File: config.mk
export PLATFORM = sky130hd
export DESIGN_NAME = aes_share_ctrl
export DESIGN_NICKNAME = d
export VERILOG_FILES = /design/src/rtl/aes_share_ctrl.sv
export SDC_FILE = /design/constraint.sdc
export NUM_CORES = 1
export LEC_CHECK = 0
export ABC_AREA = 1
export BUFFER_PORTS_ARGS = -buffer_cell sky130_fd_sc_hd__buf_2
export CAP_MARGIN = 20
export CORE_AREA = 2 2 371 373
export CTS_CLUSTER_DIAMETER = 150
export DETAILED_ROUTE_END_ITERATION = 7
export DIE_AREA = 0 0 373 375
export HOLD_SLACK_MARGIN = 0.12
export PLACE_DENSITY = 0.41
export SYNTH_ARGS = -nofsm -noshare
export SYNTH_HDL_FRONTEND = slang
export SYNTH_SLANG_ARGS = --single-unit
File: constraint.sdc
create_clock -name clk -period 35.5 [get_ports clk]
set_clock_uncertainty 0.1 [all_clocks]
set_input_delay 3.55 -clock clk [delete_from_list [all_inputs] [get_ports clk]]
set_output_delay 3.55 -clock clk [all_outputs]
set_load 0.005 [all_outputs]
File: src/rtl/aes_share_ctrl.sv
// Round-robin sharing of one AES-CTR keystream core between the jawny (0) and tajny (1) channels.
// Optional WAIT_TAKE watchdog enabled by defining AES_TIMEOUT_EN.
module aes_share_ctrl #(
  parameter int RES_CYCLES = 1,
  parameter int TIMEOUT    = 1023
) (
  input  logic         clk,
  input  logic         rst,
  input  logic         req0,
  input  logic [95:0]  nonce0,
  input  logic [127:0] key0,
  input  logic         req1,
  input  logic [95:0]  nonce1,
  input  logic [127:0] key1,
  output logic         gnt0,
  output logic         gnt1,
  output logic         ks_valid0,
  output logic         ks_valid1,
  output logic [127:0] ks_data,
  output logic         busy,
  output logic         timeout_err,
  output logic         aes_res,
  output logic         aes_start,
  output logic         aes_stop,
  output logic [95:0]  aes_nonce,
  output logic         aes_new_nonce,
  output logic [127:0] aes_key,
  input  logic         aes_take,
  input  logic [127:0] aes_ct
);

  typedef enum logic [2:0] {
    S_IDLE,
    S_RES,
    S_START,
    S_WAIT_TAKE,
    S_DONE,
    S_ABORT
  } state_t;

  state_t         state_reg, state_next;
  logic           winner_reg, winner_next;
  logic           last_served_reg, last_served_next;
  logic [3:0]     res_cnt_reg;
  logic           first_op_reg;
  logic [95:0]    prev_nonce_reg;
  logic [95:0]    aes_nonce_reg;
  logic [127:0]   aes_key_reg;
  logic [127:0]   ks_data_reg;
  logic           load_req;
  logic           capture_ct;
  logic           granted_req;
  logic           in_grant;

`ifdef AES_TIMEOUT_EN
  logic [15:0]    to_cnt_reg;
  logic           to_hit;
  logic           timeout_err_reg;
`endif

  assign granted_req = winner_reg ? req1 : req0;

  always_ff @(posedge clk or posedge rst) begin
    if (rst) begin
      state_reg       <= S_IDLE;
      winner_reg      <= 1'b0;
      last_served_reg <= 1'b1;
    end else begin
      state_reg       <= state_next;
      winner_reg      <= winner_next;
      last_served_reg <= last_served_next;
    end
  end

  always_comb begin
    state_next       = state_reg;
    winner_next      = winner_reg;
    last_served_next = last_served_reg;
    load_req         = 1'b0;
    capture_ct       = 1'b0;
    in_grant         = 1'b0;
    aes_res          = 1'b0;
    aes_start        = 1'b0;
    aes_stop         = 1'b0;
    aes_new_nonce    = 1'b0;
    ks_valid0        = 1'b0;
    ks_valid1        = 1'b0;
`ifdef AES_TIMEOUT_EN
    to_hit           = 1'b0;
`endif
    case (state_reg)
      S_IDLE: begin
        if (req0 || req1) begin
          // On a tie the channel not served last wins; otherwise the lone requester.
          winner_next = (req0 && req1) ? ~last_served_reg : req1;
          load_req    = 1'b1;
          state_next  = S_RES;
        end
      end
      S_RES: begin
        in_grant = 1'b1;
        aes_res  = 1'b1;
        if (res_cnt_reg == 4'(RES_CYCLES - 1)) state_next = S_START;
      end
      S_START: begin
        in_grant      = 1'b1;
        aes_start     = 1'b1;
        aes_new_nonce = first_op_reg || (aes_nonce_reg != prev_nonce_reg);
        state_next    = S_WAIT_TAKE;
      end
      S_WAIT_TAKE: begin
        in_grant  = 1'b1;
        aes_start = 1'b1;
        if (aes_take) begin
          capture_ct = 1'b1;
          state_next = S_DONE;
        end else if (!granted_req) begin
          state_next = S_ABORT;
        end
`ifdef AES_TIMEOUT_EN
        else if (to_cnt_reg == 16'(TIMEOUT - 1)) begin
          to_hit     = 1'b1;
          state_next = S_ABORT;
        end
`endif
      end
      S_DONE: begin
        aes_stop         = 1'b1;
        ks_valid0        = ~winner_reg;
        ks_valid1        = winner_reg;
        last_served_next = winner_reg;
        state_next       = S_IDLE;
      end
      S_ABORT: begin
        aes_stop   = 1'b1;
        state_next = S_IDLE;
      end
      default: state_next = S_IDLE;
    endcase
  end

  assign gnt0 = in_grant & ~winner_reg;
  assign gnt1 = in_grant & winner_reg;
  assign busy = (state_reg != S_IDLE);

  always_ff @(posedge clk or posedge rst) begin
    if (rst) begin
      res_cnt_reg    <= 4'd0;
      first_op_reg   <= 1'b1;
      prev_nonce_reg <= '1;
      aes_nonce_reg  <= '0;
      aes_key_reg    <= '0;
      ks_data_reg    <= '0;
    end else begin
      if (load_req) begin
        aes_nonce_reg <= winner_next ? nonce1 : nonce0;
        aes_key_reg   <= winner_next ? key1 : key0;
      end
      res_cnt_reg <= (state_reg == S_RES) ? res_cnt_reg + 4'd1 : 4'd0;
      if (state_reg == S_START) begin
        prev_nonce_reg <= aes_nonce_reg;
        first_op_reg   <= 1'b0;
      end
      if (capture_ct) ks_data_reg <= aes_ct;
    end
  end

  assign aes_nonce = aes_nonce_reg;
  assign aes_key   = aes_key_reg;
  assign ks_data   = ks_data_reg;

`ifdef AES_TIMEOUT_EN
  always_ff @(posedge clk or posedge rst) begin
    if (rst) begin
      to_cnt_reg      <= 16'd0;
      timeout_err_reg <= 1'b0;
    end else begin
      to_cnt_reg <= (state_reg == S_WAIT_TAKE) ? to_cnt_reg + 16'd1 : 16'd0;
      if (to_hit) timeout_err_reg <= 1'b1;
    end
  end
  assign timeout_err = timeout_err_reg;
`else
  assign timeout_err = 1'b0;
`endif

endmodule

-- Yosys cells after proc, flatten, opt, wreduce, memory -nomap -nowiden
Index checks and enable logic that the tools add are counted.
- register bits after elaboration: 458
- latch bits: 0
- memory bits (writable): 0
- bits in read-only memories: 0
- bits of input ports: 581
- output and inout port bits: 362
- word-level logic and storage cells: 56
- memories: 0
- add/sub/neg operators: 1
- multiply operators: 0
- divide/modulo/power cells: 0
- order comparisons: 0
- eq/ne operators: 9
- shifts and indexed selects: 0
- mux-type cells: 23
- bitwise logic cells: 4
- reduce and logical (&&, ||, !) cells: 10
- operator list (cell ; number):
    128-bit two-way mux ; 1
    96-bit two-way mux ; 1
    96-bit inequality test ; 1
    1-bit two-way mux ; 15
    3-bit two-way mux ; 4
    3-bit one-hot mux with 4 select lines ; 1
    3-bit by 2-bit == test with 1-bit output, second input constant ; 2
    3-bit == test, second input constant ; 2
    4-bit by 1-bit adder with 4-bit output, second input constant ; 1
    4-bit zero test ; 1
    4-bit two-way mux ; 1
    2-bit inequality test, second input constant ; 2
    2-bit OR reduction ; 2
    3-bit by 1-bit == test with 1-bit output, second input constant ; 1
    3-bit zero test ; 1
    3-bit inequality test, second input constant ; 1
    3-bit AND reduction ; 1
    3-bit nonzero test ; 1
    3-bit OR reduction ; 1
    1-bit AND ; 2
    1-bit logical OR ; 2
    1-bit NOT ; 2
    1-bit logical AND ; 1

-- Longest topological paths before layout
Gate-level depths: netlist of the first run.
- depth in word-level cells: 5
- gate-level depth with buffers: 11
- gate-level depth less buffers: 11

-- Worst setup path after synthesis of the first run
Ideal clock, no wire load.
- kind: reg-to-output
- from: register state_reg[2]
- to: output port aes_new_nonce
- data arrival time: 1263 ps
- data required time: 31850 ps
- setup slack: 30587 ps
- stages on the path, launching flop included: 7
- path buffers: 1
- cells stage by stage: dfrtp_1 inv_2 nand2_2 nor2_1 inv_2 clkbuf_1 nor2_1
- longest elaborated chain between the ends: 2
- RTL lines (element ; RTL line ; RTL):
    start: declaration ; 41 ; state_t state_reg, state_next;
    start signal: assignment ; 69 ; state_reg <= state_next;
    3-bit by 2-bit == test with 1-bit output ; 91 ; case (state_reg)
    1-bit two-way mux ; 91 ;
    end: declaration ; 26 ; output logic aes_new_nonce,
Every way passes these cells.

-- Worst setup path in the final report of the first run
- from: register prev_nonce_reg[82]
- to: output port aes_new_nonce
- longest elaborated chain between the ends: 3
- RTL lines (element ; RTL line ; RTL):
    start: declaration ; 46 ; logic [95:0] prev_nonce_reg;
    start signal: assignment ; 161 ; prev_nonce_reg <= aes_nonce_reg;
    96-bit inequality test ; 108 ; aes_new_nonce = first_op_reg || (aes_nonce_reg != prev_nonce_reg);
    1-bit logical OR ; 108 ;
    1-bit two-way mux ; 91 ;
Every way passes these cells.

==> flow_metrics.tcl, run 1 <==
set metrics [dict create \
    numCtsBuffers 58 \
    outcome "complete, no violations" \
    synthCells 2295 \
    crit_arrival_ps 2620 \
    path_cells "nand2_1 > nand2_1 > nand2_1 > nor2_1 > nand2_1 > nor2_1 > nand3_1 > nor2_1 > nor2_1 > buf_2" \
    clock.fmax_mhz 159 \
    num-nets-final 3769 \
    holdCritPathClass "reg2reg" \
    critPathMaxStageDelay_ps 530 \
    cts.sinks 458 \
    track_usage_pct 12.6 \
    synth_fp_nets 2878 \
    ys_warn_count 0 \
    initial_core_util_pct 15.1 \
    r2r_start "state_reg[2]" \
    dieArea_um2 140000 \
    grt_pass1_wl_um 132000 \
    drtAntennaViolNets 0 \
    synth_seq_cells 458 \
    critPathTopFamily "simple AND/OR/NAND/NOR gates" \
    nFillCells 15300 \
    setup_viol 0 \
    hpwl_um 68500 \
    ff2ff_path_depth 10 \
    tightest_slew_ps 1010 \
    rsz0062_at_grt "no" \
    leakage_uw 0.0141 \
    power_density_nw_per_um2 95.1 \
    preCtsSetupSlack_ps 28750 \
    yosysSeqAreaShare_pct 56.2 \
    tritoncts "yes" \
    fin_cells 5042 \
    timing.max_cap.violations 0 \
    hold_viol_final 0 \
    drc 0 \
    post_drt_wl_per_cell_um 18.1 \
    worst_ir_drop_vdd_uv 42.5 \
    critPathKind "reg2out" \
    grt_antenna_before_repair 31 \
    gr-total-overflow 0 \
    cp-endpoint "aes_new_nonce" \
    num_vias 19400 \
    fin_ws_ps 29230 \
    io_pins 943 \
    postCtsHoldBufs 0 \
    reg2reg_to "aes_nonce[80]" \
    maxSlewHeadroom_pct 32.7 \
    period_share_pct 17.7 \
    critPathRequiredTime_ps 31850 \
    crit_fanout 2 \
    drv_slew 0 \
    viasPerCell 3.84 \
    portBuffers 941 \
    grt_max_degree 151 \
    path_clk_slew_ps 60 \
    setup_tns_ps 0 \
    crit_path_start_kind "flop" \
    die_y_um 375 \
    endpoint_kind "primary output" \
    crit_cells 10 \
    die_x_um 373 \
    fin_crit_ps 6270 \
    path_buf_inv 1 \
    first_iter_violations 1043 \
    wl_um 91100 \
    avgSynthCellArea_um2 8.98 \
    rrSetupSlack_ps 31680 \
    gp_congestion 0.827 \
    placedCellCount 4920 \
    area_delta_synth_final_pct 41.4 \
    cp-startpoint "prev_nonce_reg[82]" \
    fin_util_pct 21.4 \
    clock_latency_ps 650 \
    cts_resized 0 \
    netlist_area_um2 20600 \
    drive_above_1_share_pct 36.6 \
    htree_levels 2 \
    num_rows 136 \
    drt_first_pass_iters 5 \
    first_global_vias 19700 \
    ys_types 31 \
    root_buffer "clkbuf_16" \
    clockBufferDepth 3 \
    critPathSlowestCell "dfstp_2" \
    fin_hold_ws_ps 340 \
    core_area_um2 136000 \
    cts_setup_buffers 0 \
]
-- placed cells by master (no fill, tap or decap), types with 2 or more instances in the layout --
master	instances
nor2_4	2
o21ai_1	61
diode_2	13
o21ai_0	401
xnor2_1	15
inv_2	3
ha_1	2
clkinv_4	3
buf_2	941
nor3_1	2
nand2_4	2
mux2_2	8
nand4_1	5
dfrtp_1	360
clkbuf_1	8
inv_6	2
clkinv_2	12
nand2_1	500
clkbuf_8	21
o22ai_1	90
inv_1	191
buf_4	20
bufinv_16	4
or2_2	2
nor2_1	285
inv_8	2
a21oi_1	2
dfstp_2	98
nand3_1	5
mux2_1	120
clkbuf_16	59
-- final cells by class --
type                            instances  area, um^2  area share [%]
Sequential cell                       458       11600            39.7
Multi-Input combinational cell       1510        7640            26.2
Timing Repair Buffer                  962        4880            16.7
Tap cell                             1794        2240            7.70
Clock buffer                           88        1800            6.16
Inverter                              196         751            2.58
Clock inverter                         21         224           0.768
Antenna cell                           13        32.5           0.112
-- cells by family (layout without fill, tap and decap cells) --
family | count (synthesis) | after routing | synth area share (%)
and+or+nand+nor | 807 | 807 | 15.0
AOI/OAI and AO/OA | 556 | 556 | 14.1
DFF | 458 | 458 | 56.2
buffers and inverters | 327 | 1267 | 6.90
muxes | 128 | 128 | 6.99
xor gates and xnor gates | 16 | 16 | 0.680
adders and majority gates | 2 | 2 | 0.121
other | 1 | 14 | 0.0182
-- Yosys cell counts (all sizes together) --
library cell,number,area [um^2]
inv,196,736
clkbuf,53,199
mux2,128,1440
nor3,3,20.0
ha,2,25.0
a21oi,2,10.0
xnor2,15,131
nand4,5,31.3
nand3,5,25.0
xor2,1,8.76
o21ai,462,2310
a31oi,1,6.26
or2,2,12.5
conb,1,3.75
o211ai,1,21.3
nor2,287,1080
dfrtp,360,9010
nor3b,1,7.51
buf,78,487
o22ai,90,563
dfstp,98,2570
nand2,504,1900
-- worst register-to-register path, cell delays in order, from the launching register on --
cell and delay (ps):
dfrtp_1 460, inv_2 90, nand2_2 100, nor2_4 230, nand2_4 140, buf_4 350
inv_8 500, buf_4 690, buf_4 620, o21ai_0 260, o22ai_1 160
-- power by group --
part,internal (uW),switching (uW),total [uW],leakage [uW]
sequential,826,181,1010,0.00537
clock,376,251,627,0.00101
combinational,436,702,1140,0.00771
-- worst min path at each step --
stage                 startpoint      endpoint  cells past startpoint
global route        first_op_reg  first_op_reg                      2
floorplan           first_op_reg  first_op_reg                      2
global placement    first_op_reg  first_op_reg                      2
finish              first_op_reg  first_op_reg                      2
detailed placement  first_op_reg  first_op_reg                      2
CTS                 first_op_reg  first_op_reg                      2
-- stage by stage --
| stage | instance area, um^2 | power, uW |
|---|---|---|
| floorplan | 20600 | 1630 |
| global placement | 27100 | 2180 |
| detailed placement | 27100 | 2190 |
| CTS | 29100 | 2840 |
| global route | 29100 | 3020 |
| finish | 29100 | 2770 |
-- routing by layer --
layer	vias up	GRT usage [%]	share of wire [%]
li1	9262	-	-
met3	140	4.41	8.2
met2	652	21.8	50
met5	-	0	0.11
met1	9304	14.3	39
met4	16	4.41	3.0
Note: power is estimated with default switching activity, not from simulation.
==> run 2, diff against run 1 <==
- clock period: 35.5 -> 6.35 ns (I/O delays scaled with it)
==> flow_metrics.tcl, run 2 (synthesized netlist as in run 1, its figures left out) <==
set metrics [dict create \
    initial_core_util_pct 15.1 \
    rrSetupSlack_ps 2750 \
    viasPerCell 3.83 \
    grt_max_degree 142 \
    num_vias 20600 \
    power_density_nw_per_um2 488 \
    hp-start "key1[109]" \
    endpoint_kind "flop" \
    maxSlewHeadroom_pct 31.0 \
    wl_um 93600 \
    num-nets-final 4118 \
    numCtsBuffers 60 \
    clock_latency_ps 650 \
    place_area_um2 27200 \
    clock.fmax_mhz 277 \
    grt_antenna_before_repair 21 \
    die_x_um 373 \
    reg2reg_to "aes_nonce[49]" \
    root_buffer "clkbuf_16" \
    fin_crit_ps 3600 \
    area_delta_synth_final_pct 58.5 \
    fin_cells 5386 \
    holdPathEnd "aes_key[109]" \
    gp_congestion 0.852 \
    fin_hold_ws_ps 183 \
    rsz0062_at_grt "no" \
    hold_viol_final 0 \
    crit_fanout 138 \
    tritoncts "yes" \
    crit_arrival_ps 4100 \
    drc 0 \
    first_global_vias 21400 \
    grt_pass1_wl_um 137000 \
    critPathKind "reg2reg" \
    hold_path_depth 3 \
    portBuffers 941 \
    drt_first_pass_iters 5 \
    track_usage_pct 12.9 \
    cts_resized 0 \
    outcome "complete, no violations" \
    period_share_pct 56.8 \
    path_clk_slew_ps 60 \
    core_area_um2 136000 \
    gr-total-overflow 0 \
    dieArea_um2 140000 \
    ff2ff_path_depth 9 \
    crit_path_start_kind "flop" \
    htree_levels 2 \
    mostFrequentLayoutCells "941 x buf_2, 500 x nand2_1, 401 x o21ai_0" \
    placedCellCount 4918 \
    timing.max_cap.violations 0 \
    first_iter_violations 928 \
    leakage_uw 0.0155 \
    critPathRequiredTime_ps 6840 \
    drv_slew 0 \
    num_rows 136 \
    io_pins 943 \
    hpwl_um 68400 \
    holdCritPathClass "in2reg" \
    setup_tns_ps 0 \
    worst_ir_drop_vdd_uv 236 \
    clockBufferDepth 3 \
    r2r_start "state_reg[2]" \
    layout_commonest_cell "buf_2" \
    drtAntennaViolNets 0 \
    setup_viol 0 \
    die_y_um 375 \
    tightest_slew_ps 1030 \
    cts.sinks 458 \
    drive_above_1_share_pct 32.7 \
    fin_area_um2 32700 \
    post_drt_wl_per_cell_um 17.4 \
]
-- run 2: through the flow --
stage	setup slack (ps)	power, uW	util [%]
global route	2380	17300	24.0
finish	2750	15900	24.0
detailed placement	2830	12200	19.9
global placement	2860	12200	19.9
CTS	2650	16300	23.9
floorplan	-502	9100	-
-- run 2: worst max path at each step --
| stage | start | end | slack (ps) | depth (start not counted) |
|---|---|---|---|---|
| global placement | req0 | aes_nonce[67] | 2860 | 8 |
| floorplan | rst | aes_key[0] | -500 | 1 |
| finish | state_reg[2] | aes_nonce[49] | 2750 | 9 |
| detailed placement | req0 | aes_nonce[71] | 2830 | 8 |
| global route | state_reg[2] | aes_nonce[64] | 2380 | 10 |
| CTS | aes_nonce[79] | aes_new_nonce | 2650 | 12 |
-- run 2: layout make-up --
type | count | area [um^2]
Fill cell | 15000 | 104000
Sequential cell | 458 | 11600
Timing Repair Buffer | 1309 | 8470
Multi-Input combinational cell | 1510 | 7640
Tap cell | 1794 | 2240
Clock buffer | 96 | 1830
Inverter | 196 | 747
Clock inverter | 14 | 129
Antenna cell | 9 | 22.5
-- run 2: what timing repair did --
| action | in CTS | in global routing |
|---|---|---|
| hold buffers | 349 | 0 |
| hold endpoints to repair | 321 | 0 |
| setup buffers | 0 | 0 |
-- run 2: power by group --
group,internal [uW],switching (uW)
logic,2890,3990
clock network,2000,1420
registers,4620,1020
total,9500,6430
-- run 2: metal layers --
layer / vias up / track usage (%) / share of wire, %
met5: - / 0 / 0.058
met3: 153 / 4.06 / 7.8
met4: 10 / 5.18 / 3.6
met1: 9806 / 14.7 / 39
met2: 703 / 22.3 / 50
li1: 9971 / - / -
-- run 2: worst max-delay path: stages, from the launching register on --
cell           delay (ps)
dfrtp_1               440
inv_2                  90
nand2_2               100
nor2_4                210
nand2_4               440
inv_8                 540
buf_12                460
o21ai_0               220
o22ai_1               170
dlygate4sd3_1         570
==> run 3, diff against run 2 <==
- ABC_AREA: 1 -> 0
- CORE_AREA: 2 2 371 373 -> 2 2 368 370
- DIE_AREA: 0 0 373 375 -> 0 0 370 372
- clock period: 6.35 -> 3.4 ns (I/O delays scaled with it)
==> flow_metrics.tcl, run 3 <==
set metrics [dict create \
    critPathKind "reg2out" \
    root_buffer "clkbuf_16" \
    core_area_um2 134000 \
    maxSlewHeadroom_pct 42.3 \
    synth-compound-area-share_pct 6.79 \
    grt_antenna_before_repair 6 \
    async_flop_share_pct 100 \
    synth_fp_nets 2260 \
    numCtsBuffers 57 \
    crit_fanout 3 \
    tightest_slew_ps 866 \
    endpoint_kind "primary output" \
    fin_crit_ps 3240 \
    outcome "complete, no violations" \
    io_pins 943 \
    mostFrequentLayoutCells "941 x buf_2, 579 x dlygate4sd3_1, 356 x dfrtp_1" \
    die_x_um 370 \
    clock.fmax_mhz 309 \
    tritoncts "yes" \
    track_usage_pct 12.5 \
    rsz0062_at_grt "no" \
    hpwl_um 69500 \
    avgSynthCellArea_um2 12.1 \
    viasPerCell 3.68 \
    power_density_nw_per_um2 844 \
    critPathRequiredTime_ps 2960 \
    yosysTopAreaCellShare_pct 44.2 \
    timing.max_cap.violations 0 \
    synthCells 1677 \
    hold_viol_final 0 \
    drc 0 \
    clockBufferDepth 3 \
    muxShareOfSynthArea_pct 23.1 \
    worst_ir_drop_vdd_uv 456 \
    yosys.area_share.adder_pct 0.123 \
    portBuffers 941 \
    netlist_area_um2 20400 \
    drv_slew 0 \
    ys_types 44 \
    ys_warn_count 0 \
    holdCritPathClass "in2reg" \
    gp_congestion 0.805 \
    wl_um 90400 \
    drt_first_pass_iters 5 \
    clock_latency_ps 660 \
    area_delta_synth_final_pct 73.8 \
    synth-xor-area-share_pct 2.75 \
    drive_above_1_share_pct 44.1 \
    leakage_uw 0.0169 \
    synth_edf_count 0 \
    yosysMostFrequentCell "dfrtp_1" \
    num-nets-final 3806 \
    grt_max_degree 144 \
    synth_seq_cells 458 \
    num_vias 18600 \
    synth_top_family_by_area "multiplexers" \
    fin_util_pct 26.4 \
    initial_core_util_pct 15.2 \
    first_global_vias 19500 \
    ys.flop_type "dfrtp_1" \
    yosysSeqAreaShare_pct 56.9 \
    layout_commonest_cell "buf_2" \
    synth-simple-area-share_pct 6.97 \
    synth_common_cells "360 x dfrtp_1, 234 x nor2_1, 226 x a21oi_1" \
    crit_arrival_ps 2800 \
    setup_viol 0 \
    path_clk_slew_ps 60 \
    cts_setup_buffers 0 \
    htree_levels 2 \
    gr-total-overflow 0 \
    first_iter_violations 840 \
    synth_area_leaders "dfrtp_1 44%, dfstp_2 13%, mux2_2 12%" \
    cts.sinks 458 \
    drtAntennaViolNets 0 \
    die_y_um 372 \
    post_drt_wl_per_cell_um 17.9 \
    period_share_pct 95.3 \
    num_rows 135 \
    crit_path_start_kind "flop" \
    p_total_uw 29900 \
    dieArea_um2 138000 \
    synth_top_area_cell "dfrtp_1" \
    grt_pass1_wl_um 128000 \
    setup_tns_ps 0 \
]
[run 3: worst paths after layout]
check                                   startpoint        endpoint  slack [ps]  cells after the start
worst min register to register      res_cnt_reg[0]  res_cnt_reg[0]         390                      1
max in group asynchronous                      rst   aes_nonce[90]        1950                      5
worst max-delay path            prev_nonce_reg[57]   aes_new_nonce         160                      6
worst min-delay path                    nonce1[85]   aes_nonce[85]         140                      3
worst max register to register        state_reg[0]   aes_nonce[13]         200                      7
min in group asynchronous                      rst     ks_data[78]         190                      3
[run 3: where the power goes]
part | leakage (uW) | internal, uW | switching [uW]
Clock | 0.00101 | 4040 | 2680
Combinational | 0.0108 | 6230 | 6180
Sequential | 0.00511 | 8640 | 2130
[run 3: final cells by class]
| class | count | area (um^2) |
|---|---|---|
| antenna | 4 | 10.0 |
| multi-input combinational | 1091 | 8190 |
| clock buffer | 83 | 1670 |
| clock inverter | 24 | 392 |
| fill | 14300 | 98900 |
| sequential | 458 | 11600 |
| tap | 1781 | 2230 |
| inverter | 24 | 93.8 |
| timing repair buffer | 1591 | 11200 |
[run 3: critical path: stages (launching register included)]
cell and delay [ps]:
dfstp_2 510, inv_1 60, a2111oi_2 430, nand4_1 130, or4_1 500, o31a_1 370, buf_2 150
[run 3: logic make-up after synthesis]
group                      count (synthesis)
buffers and inverters                    128
xor gates and xnor gates                  64
and+or+nand+nor                          322
muxes                                    443
adders and majority gates                  2
DFF                                      458
AOI/OAI and AO/OA                        259
other                                      1
[run 3: layer usage]
layer,track usage (%),part of all wire (%),vias up
met3,3.40,6.1,127
met2,22.0,50,546
met5,0,0,-
li1,-,-,8967
met1,14.4,40,8953
met4,5.05,3.9,0
[run 3: metrics by stage]
step	area (um^2)	std cells	hold slack [ps]	setup slack, ps
after global routing	35400	5055	131	1.81
after CTS	35400	5052	125	19.0
final	35400	5056	137	161
after global placement	27500	4366	326	205
after detailed placement	27500	4366	339	236
after floorplan	20400	1677	351	-3160
[run 3: timing repair]
action / 4_1_cts / 5_1_grt
pin swaps: 0 / 0
cloned: 0 / 0
endpoints found under the setup margin: 1 / 1
hold buffers: 579 / 0
gates resized for setup: 12 / 5
endpoints found under the hold margin: 464 / 0
